--- src/rtl/frame_pkg.sv ---
// Shared frame geometry and FSM encoding for the frame streamer, filter and writeback blocks.
package frame_pkg;

  localparam int FRAME_W      = 160;
  localparam int FRAME_H      = 120;
  localparam int FRAME_PIXELS = FRAME_W * FRAME_H;
  localparam int PIX_W        = 24;
  localparam int ADDR_W       = 15;
  localparam int X_W          = $clog2(FRAME_W);
  localparam int Y_W          = $clog2(FRAME_H);

  typedef enum logic [1:0] {
    ST_IDLE  = 2'd0,
    ST_ISSUE = 2'd1,
    ST_DRAIN = 2'd2
  } frame_state_e;

endpackage

--- src/rtl/rd_lat_pipe.sv ---
// Fixed-depth delay line that carries per-read sideband alongside the frame-memory latency.
module rd_lat_pipe #(
  parameter int DEPTH = 2,
  parameter int W     = 18
) (
  input  logic         clk,
  input  logic         rst,
  input  logic [W-1:0] d_i,
  output logic [W-1:0] q_o
);

  for (genvar gi = 0; gi < DEPTH; gi++) begin : g_stage
    logic [W-1:0] stage_d;
    logic [W-1:0] stage_q;

    if (gi == 0) begin : g_first
      assign stage_d = d_i;
    end else begin : g_next
      assign stage_d = g_stage[gi-1].stage_q;
    end

    always_ff @(posedge clk or posedge rst) begin
      if (rst) stage_q <= '0;
      else     stage_q <= stage_d;
    end
  end

  assign q_o = g_stage[DEPTH-1].stage_q;

endmodule

--- src/rtl/frame_streamer.sv ---
// Raster-order frame reader: issues row-major reads, re-aligns sideband with the read
// latency and emits a framed pixel stream with sof/eol/done markers.
module frame_streamer
  import frame_pkg::*;
#(
  parameter int RD_LAT = 2
) (
  input  logic              clk,
  input  logic              rst,
  input  logic              start,
  input  logic              pause,
  output logic              mem_rd_en,
  output logic [ADDR_W-1:0] mem_rd_addr,
  input  logic [PIX_W-1:0]  mem_rd_data,
  output logic [PIX_W-1:0]  pixel_out,
  output logic [ADDR_W-1:0] pixel_addr,
  output logic              valid_out,
  output logic              sof,
  output logic              eol,
  output logic              busy,
  output logic              done
);

  localparam int PIPE_W = ADDR_W + 3;
  localparam logic [X_W-1:0]    X_LAST    = X_W'(FRAME_W - 1);
  localparam logic [Y_W-1:0]    Y_LAST    = Y_W'(FRAME_H - 1);
  localparam logic [ADDR_W-1:0] ADDR_LAST = ADDR_W'(FRAME_PIXELS - 1);

  frame_state_e      state_q, state_d;
  logic [X_W-1:0]    x_q, x_d, cur_x;
  logic [Y_W-1:0]    y_q, y_d, cur_y;
  logic [ADDR_W-1:0] addr_q, addr_d, cur_addr;
  logic              issue, last_issue;

  logic              mem_rd_en_q, mem_rd_en_d;
  logic [ADDR_W-1:0] mem_rd_addr_q, mem_rd_addr_d;
  logic              mem_sof_q, mem_sof_d;
  logic              mem_eol_q, mem_eol_d;

  logic [PIPE_W-1:0] pipe_out;
  logic              p_valid, p_sof, p_eol;
  logic [ADDR_W-1:0] p_addr;

  logic [PIX_W-1:0]  pixel_out_q, pixel_out_d;
  logic [ADDR_W-1:0] pixel_addr_q, pixel_addr_d;
  logic              valid_q, valid_d;
  logic              sof_q, sof_d;
  logic              eol_q, eol_d;
  logic              done_q, done_d;

  // The start edge itself issues address 0, so IDLE presents cleared counters directly.
  always_comb begin
    cur_x      = (state_q == ST_IDLE) ? '0 : x_q;
    cur_y      = (state_q == ST_IDLE) ? '0 : y_q;
    cur_addr   = (state_q == ST_IDLE) ? '0 : addr_q;
    issue      = !pause && (((state_q == ST_IDLE) && start) || (state_q == ST_ISSUE));
    last_issue = issue && (cur_x == X_LAST) && (cur_y == Y_LAST);
  end

  always_ff @(posedge clk or posedge rst) begin
    if (rst) state_q <= ST_IDLE;
    else     state_q <= state_d;
  end

  // DRAIN is held through the done cycle so a start coinciding with done is ignored.
  always_comb begin
    state_d = state_q;
    case (state_q)
      ST_IDLE:  if (start) state_d = last_issue ? ST_DRAIN : ST_ISSUE;
      ST_ISSUE: if (last_issue) state_d = ST_DRAIN;
      ST_DRAIN: if (done_q) state_d = ST_IDLE;
      default:  state_d = ST_IDLE;
    endcase
  end

  always_comb begin
    x_d           = cur_x;
    y_d           = cur_y;
    addr_d        = cur_addr;
    mem_rd_en_d   = issue;
    mem_rd_addr_d = mem_rd_addr_q;
    mem_sof_d     = mem_sof_q;
    mem_eol_d     = mem_eol_q;
    if (issue) begin
      mem_rd_addr_d = cur_addr;
      mem_sof_d     = (cur_addr == '0);
      mem_eol_d     = (cur_x == X_LAST);
      addr_d        = cur_addr + 1'b1;
      if (cur_x == X_LAST) begin
        x_d = '0;
        y_d = cur_y + 1'b1;
      end else begin
        x_d = cur_x + 1'b1;
      end
    end

    valid_d      = p_valid;
    pixel_out_d  = pixel_out_q;
    pixel_addr_d = pixel_addr_q;
    sof_d        = p_valid && p_sof;
    eol_d        = p_valid && p_eol;
    done_d       = p_valid && (p_addr == ADDR_LAST);
    if (p_valid) begin
      pixel_out_d  = mem_rd_data;
      pixel_addr_d = p_addr;
    end
  end

  always_ff @(posedge clk or posedge rst) begin
    if (rst) begin
      x_q           <= '0;
      y_q           <= '0;
      addr_q        <= '0;
      mem_rd_en_q   <= 1'b0;
      mem_rd_addr_q <= '0;
      mem_sof_q     <= 1'b0;
      mem_eol_q     <= 1'b0;
      pixel_out_q   <= '0;
      pixel_addr_q  <= '0;
      valid_q       <= 1'b0;
      sof_q         <= 1'b0;
      eol_q         <= 1'b0;
      done_q        <= 1'b0;
    end else begin
      x_q           <= x_d;
      y_q           <= y_d;
      addr_q        <= addr_d;
      mem_rd_en_q   <= mem_rd_en_d;
      mem_rd_addr_q <= mem_rd_addr_d;
      mem_sof_q     <= mem_sof_d;
      mem_eol_q     <= mem_eol_d;
      pixel_out_q   <= pixel_out_d;
      pixel_addr_q  <= pixel_addr_d;
      valid_q       <= valid_d;
      sof_q         <= sof_d;
      eol_q         <= eol_d;
      done_q        <= done_d;
    end
  end

  // The issue register counts as the read cycle; the pipe adds RD_LAT more to meet the data.
  rd_lat_pipe #(
    .DEPTH (RD_LAT),
    .W     (PIPE_W)
  ) u_pipe (
    .clk (clk),
    .rst (rst),
    .d_i ({mem_rd_en_q, mem_rd_addr_q, mem_sof_q, mem_eol_q}),
    .q_o (pipe_out)
  );

  assign {p_valid, p_addr, p_sof, p_eol} = pipe_out;

  assign mem_rd_en   = mem_rd_en_q;
  assign mem_rd_addr = mem_rd_addr_q;
  assign pixel_out   = pixel_out_q;
  assign pixel_addr  = pixel_addr_q;
  assign valid_out   = valid_q;
  assign sof         = sof_q;
  assign eol         = eol_q;
  assign done        = done_q;
  assign busy        = (state_q != ST_IDLE);

endmodule
--- config.mk ---
export PLATFORM = sky130hd
export DESIGN_NAME = frame_streamer
export DESIGN_NICKNAME = d
export VERILOG_FILES = /design/src/rtl/frame_pkg.sv /design/src/rtl/rd_lat_pipe.sv /design/src/rtl/frame_streamer.sv
export SDC_FILE = /design/constraint.sdc
export NUM_CORES = 1
export LEC_CHECK = 0
export BUFFER_PORTS_ARGS = -buffer_cell sky130_fd_sc_hd__buf_2
export CAP_MARGIN = 20
export CORE_UTILIZATION = 49
export DETAILED_ROUTE_END_ITERATION = 6
export MAX_ROUTING_LAYER = met4
export PLACE_DENSITY = 0.72
export SYNTH_ARGS = -nofsm -noshare
export SYNTH_HDL_FRONTEND = slang
export SYNTH_SLANG_ARGS = --single-unit
--- constraint.sdc ---
create_clock -name clk -period 4.5 [get_ports clk]
set_clock_uncertainty 0.1 [all_clocks]
set_input_delay 0.9 -clock clk [delete_from_list [all_inputs] [get_ports clk]]
set_output_delay 0.9 -clock clk [all_outputs]
set_load 0.01 [all_outputs]
==> metrics.cfg, run 1 <==
[outcome]
status = completed

[route]
wirelength_um = 8610
drt_iter0_drc = 108
wl_per_cell_um = 14.3
ant_nets = 0
drcViolationCount = 0
via_per_inst = 5.12
num_vias = 3086
drt_pass1_iterations = 5

[die]
die_width_um = 101
pin_count = 88
core_area_um2 = 9370
die_h_um = 101
die-area_um2 = 10200
start_util = 0.513
rows = 35

[yosys]
synth.mux.area_fraction = 0.0980
synth_xor_area_frac = 0.0273
synthFlopType = dfrtp_1
syn_nets = 397
yosysSeqAreaShare = 0.671
synth-simple-area-share = 0.128
synth_fa_ha_area_frac = 0.0104
synth_cell_types = 45
syn_area_um2 = 4810
syn_inst = 365
async_flop_share = 1.00
synth_edf_count = 0
synth_top_family_by_area = simple AND/OR/NAND/NOR gates
ys_seq_elements = 129
avgSynthCellArea_um2 = 13.2
ys_warn_count = 0
synth_compound_area_frac = 0.0463

[sta]
rsz0062_at_grt = no
hold_viol_final = 0
setup_viol = 0
slew_viol_final = 0
slew_headroom = 0.359
fin_setup_tns_ns = 0
tightest_slew_ns = 0.961
finalCriticalPeriod_ns = 2.69
fin_crit_sh = 0.598
maxClockFrequency_ghz = 0.371

[clock_tree]
insertion_delay_ns = 0.52
cts_tree = yes
cts_resized = 0
h-tree-depth = 4
cts_sinks = 129
post_cts_buffers = 0
path_clk_slew_ns = 0.06
cts-buffers-inserted = 17
cts_root_buf = clkbuf_8
cts_hold_buf = 0
clockBufferDepth = 2

[setup_path]
endpoint_kind = primary output
startpoint_type = flip-flop
arrival_ns = 1.69
reg2regPathDepth = 8
worst-endpoint-required_ns = 3.50
cp_max_fo = 22
worstSetupPathType = flip-flop to primary output
reg2reg_slack_ns = 1.86

[grt]
grt_pass1_wl_um = 14500
grt.overflow.total = 0
antenna_found_initial = 0
first_global_vias = 3050
use_met1 = 0.236
grt_usage = 0.194
grt.met2_usage = 0.302
gr-max-usage-layer = met2
grtUsageMet3 = 0.0652
grt_max_degree = 87

[power]
power.density_nw_per_um2 = 547
power.leakage_nw = 2.92
ir_drop_mv = 0.319

[layout]
stdcell_area_um2 = 6000
fill_cells = 730
multi_input_area_um2 = 1490
nets = 494
regArea_um2 = 3230
antennaDiodeCount = 0
drive_above_1_share = 0.359
areaGrowthSynthToFinish_pct = 24.7

[place]
portBuffers = 87
hpwl_um = 5650
place_congestion = 0.822
place_area_um2 = 5390

[min_path]
hold_path_class = primary input to asynchronous set/reset pin

[job]
max_cap_violations = 0

==> power by group <==
| group | internal [mW] | total [mW] | switching (mW) |
|---|---|---|---|
| registers | 1.37 | 1.51 | 0.142 |
| logic | 0.210 | 0.447 | 0.237 |
| clock network | 0.811 | 1.32 | 0.513 |
==> critical path: stages, from the launching register on <==
cell     delay (ns)
dfrtp_1        0.50
nor2_1         0.09
inv_1          0.12
buf_4          0.27
buf_2          0.18
==> layer usage <==
layer	vias up	routed length, um	share of wire
li1	1474	-	-
met1	1511	3820	0.44
met2	86	4150	0.48
met3	15	491	0.057
met4	0	149	0.017
met5	-	0	0
==> layout by cell type, fill, tap and decap left out, types with 3 or more instances in the layout <==
master	count
dfrtp_1	129
buf_2	87
nand2_1	50
mux2_2	41
o21ai_0	19
clkbuf_16	16
nor2_1	11
xor2_1	10
nand3_1	7
a21oi_1	7
and3_1	6
and2_1	6
nand4_1	6
xnor2_1	5
or4_1	5
clkinv_4	5
inv_1	4
or3_1	4
o31ai_1	4
ha_1	4
buf_4	4
nor4_1	3
nor3_1	3
nand4b_1	3
inv_6	3
==> cell type report <==
cell class,instances,area share
timing repair buffer,93,0.0855
clock buffer,18,0.0713
tap,129,0.0269
multi-input combinational,215,0.249
inverter,6,0.00417
clock inverter,13,0.0256
sequential,129,0.538
==> metrics by stage <==
stage                     power, mW  utilization  std cells  hold slack [ns]  setup slack (ns)
after floorplan                1.79            -        365            0.231            0.0590
after global placement         1.95        0.575        571            0.232              1.69
after detailed placement       1.98        0.575        571            0.235              1.53
after CTS                      3.31        0.637        602            0.245              1.81
after global routing           3.43        0.640        603            0.172              1.68
final                          3.28        0.640        603            0.182              1.81
==> final timing paths <==
kind | start | endpoint
min in group clk | u_pipe.g_stage[0].stage_q[7] | u_pipe.q_o[7]
max in group asynchronous | rst | addr_q[8]
min | rst | x_q[6]
min reg2reg | u_pipe.g_stage[0].stage_q[7] | u_pipe.q_o[7]
max reg2reg | state_q[1] | y_q[5]
max | state_q[1] | busy
==> state kept, by name (all words and copies together) (netlist names), 2 cells and up <==
register / cells
addr_q: 15
x_q: 8
state_q: 2
pixel_addr: 15
pixel_out: 24
y_q: 7
mem_rd_addr: 15
u_pipe.q_o: 18
u_pipe.g_stage.stage_q: 18
==> cell families (layout without fill, tap and decap cells) <==
family	after synthesis	count (layout)
fa+ha+maj	4	4
mux	42	42
flops	129	129
buf+inv	21	130
simple gates	116	116
compound gates	38	38
xor+xnor	15	15
==> cells in the mapped netlist (2+ instances only) <==
master / n / area, um2
dfrtp_1: 129 / 3230
nand2_1: 50 / 188
mux2_2: 41 / 462
o21ai_0: 19 / 95.1
clkbuf_1: 11 / 41.3
nor2_1: 11 / 41.3
xor2_1: 10 / 87.6
a21oi_1: 7 / 35.0
nand3_1: 7 / 35.0
and2_1: 6 / 37.5
and3_1: 6 / 37.5
nand4_1: 6 / 37.5
inv_1: 5 / 18.8
or4_1: 5 / 37.5
xnor2_1: 5 / 43.8
ha_1: 4 / 50.1
o31ai_1: 4 / 30.0
or3_1: 4 / 25.0
nand4b_1: 3 / 26.3
nor3_1: 3 / 15.0
nor4_1: 3 / 18.8
a21o_1: 2 / 15.0
nor4bb_1: 2 / 20.0
Power figures use the tool's default switching activity.
==> run 2, diff against run 1 <==
- clock period: 4.5 -> 2.4 ns (I/O delays scaled with it)
==> run 2 against run 1 <==
Design area rose by 1.3%. Clock power rose by 86%. Cell count rose by 1.5%. Setup slack got worse by 1.6 ns. Hold slack got worse by 0.084 ns. Sequential power rose by 88%. Critical path type is now flip-flop to flip-flop.
==> metrics.cfg, run 2 (same netlist as run 1, synthesis figures left out) <==
[outcome]
status = completed

[clock_tree]
insertion_delay_ns = 0.51
cts_tree = yes
cts-buffers-inserted = 17
cts_root_buf = clkbuf_8
path_clk_slew_ns = 0.07
cts_sinks = 129
clockBufferDepth = 2
h-tree-depth = 4

[layout]
largest_reg_flops = 24
stdcell_area_um2 = 6080
areaGrowthSynthToFinish_pct = 26.4
layout_commonest_cell = dfrtp_1
antennaDiodeCount = 0
finish.utilization = 0.649
fill_cells = 716
drive_above_1_share = 0.375
nets = 503
final_cell_mix = 128 x dfrtp_1, 87 x buf_2, 50 x nand2_1, 41 x mux2_2, 19 x o21ai_0
finalNonFillerCells = 612

[power]
power.density_nw_per_um2 = 1010
power.leakage_nw = 2.94
finalPower_mw = 6.14
ir_drop_mv = 0.566

[min_path]
hold_path_class = primary input to flip-flop

[sta]
hold_viol_final = 0
finalCriticalPeriod_ns = 2.19
rsz0062_at_grt = no
worst_slack_ns = 0.211
setup_viol = 0
tightest_slew_ns = 0.752
slew_viol_final = 0
fin_crit_sh = 0.912
maxClockFrequency_ghz = 0.457
fin_setup_tns_ns = 0
holdWs_ns = 0.0986
slew_headroom = 0.492

[setup_path]
startpoint_type = flip-flop
worstSetupPathType = flip-flop to flip-flop
cp_max_fo = 9
critPathMaxStageDelay_ns = 0.54
endpoint_kind = flip-flop
worstPathCellList = nor2_1 -> inv_2 -> and2_1 -> ha_1 -> and3_1 -> nand3_4 -> or4_1 -> a21oi_1
cp_slowest_cell = or4_1
critPathTopFamily = simple AND/OR/NAND/NOR gates
critPathBufInv = 1
worst-endpoint-required_ns = 2.73
arrival_ns = 2.52

[place]
portBuffers = 87
hpwl_um = 5950
dp_slack_ns = 0.0500
place_area_um2 = 5490
place_congestion = 0.885
placed_cells = 580

[die]
die_width_um = 101
rows = 35
core_area_um2 = 9370
pin_count = 88
die-area_um2 = 10200
die_h_um = 101
start_util = 0.513

[grt]
grt_pass1_wl_um = 15000
grt_usage = 0.202
antenna_found_initial = 0
grt.overflow.total = 0
first_global_vias = 3132
grt_max_degree = 73

[route]
drt_iter0_drc = 215
num_vias = 3153
wirelength_um = 8960
drt_pass1_iterations = 4
drcViolationCount = 0
wl_per_cell_um = 14.6
ant_nets = 0
via_per_inst = 5.15

[job]
max_cap_violations = 0

## run 2: final timing paths
check                                                   start              to  slack [ns]  depth (start not counted)
worst max-delay path                               state_q[0]          y_q[5]        0.21                          8
worst min register to register  u_pipe.g_stage[0].stage_q[11]  u_pipe.q_o[11]        0.24                          0
worst min-delay path                           mem_rd_data[1]    pixel_out[1]         0.1                          2
worst max register to register                     state_q[0]          y_q[5]        0.21                          8
max in group asynchronous                                 rst       addr_q[0]        1.32                          4
min in group asynchronous                                 rst  mem_rd_addr[1]        0.53                          4
## run 2: repair_timing
| item | 4_1_cts | 5_1_grt |
|---|---|---|
| endpoints found under the hold margin | 57 | 0 |
| resized for setup | 0 | 3 |
| buffers inserted | 0 | 0 |
| endpoints found under the setup margin | 0 | 6 |
| hold buffers | 1 | 0 |
## run 2: final cells by class
type,instances,area [um2],area share
Timing Repair Buffer,102,588,0.0967
Sequential cell,129,3230,0.531
Clock buffer,17,414,0.0681
Clock inverter,14,158,0.0259
Multi-Input combinational cell,215,1500,0.247
Tap cell,129,161,0.0265
Inverter,6,26.3,0.00432
## run 2: report_power, final
| group | switching (mW) | internal (mW) |
|---|---|---|
| logic | 0.445 | 0.400 |
| registers | 0.277 | 2.57 |
| clock network | 0.961 | 1.49 |
| total | 1.68 | 4.45 |
## run 2: per-layer routing
layer | GRT usage | wire length [um] | up-vias
met5 | - | 0 | -
met1 | 0.239 | 3800 | 1552
met4 | 0.0702 | 78 | 0
met2 | 0.324 | 4480 | 107
li1 | - | - | 1486
met3 | 0.0687 | 597 | 8
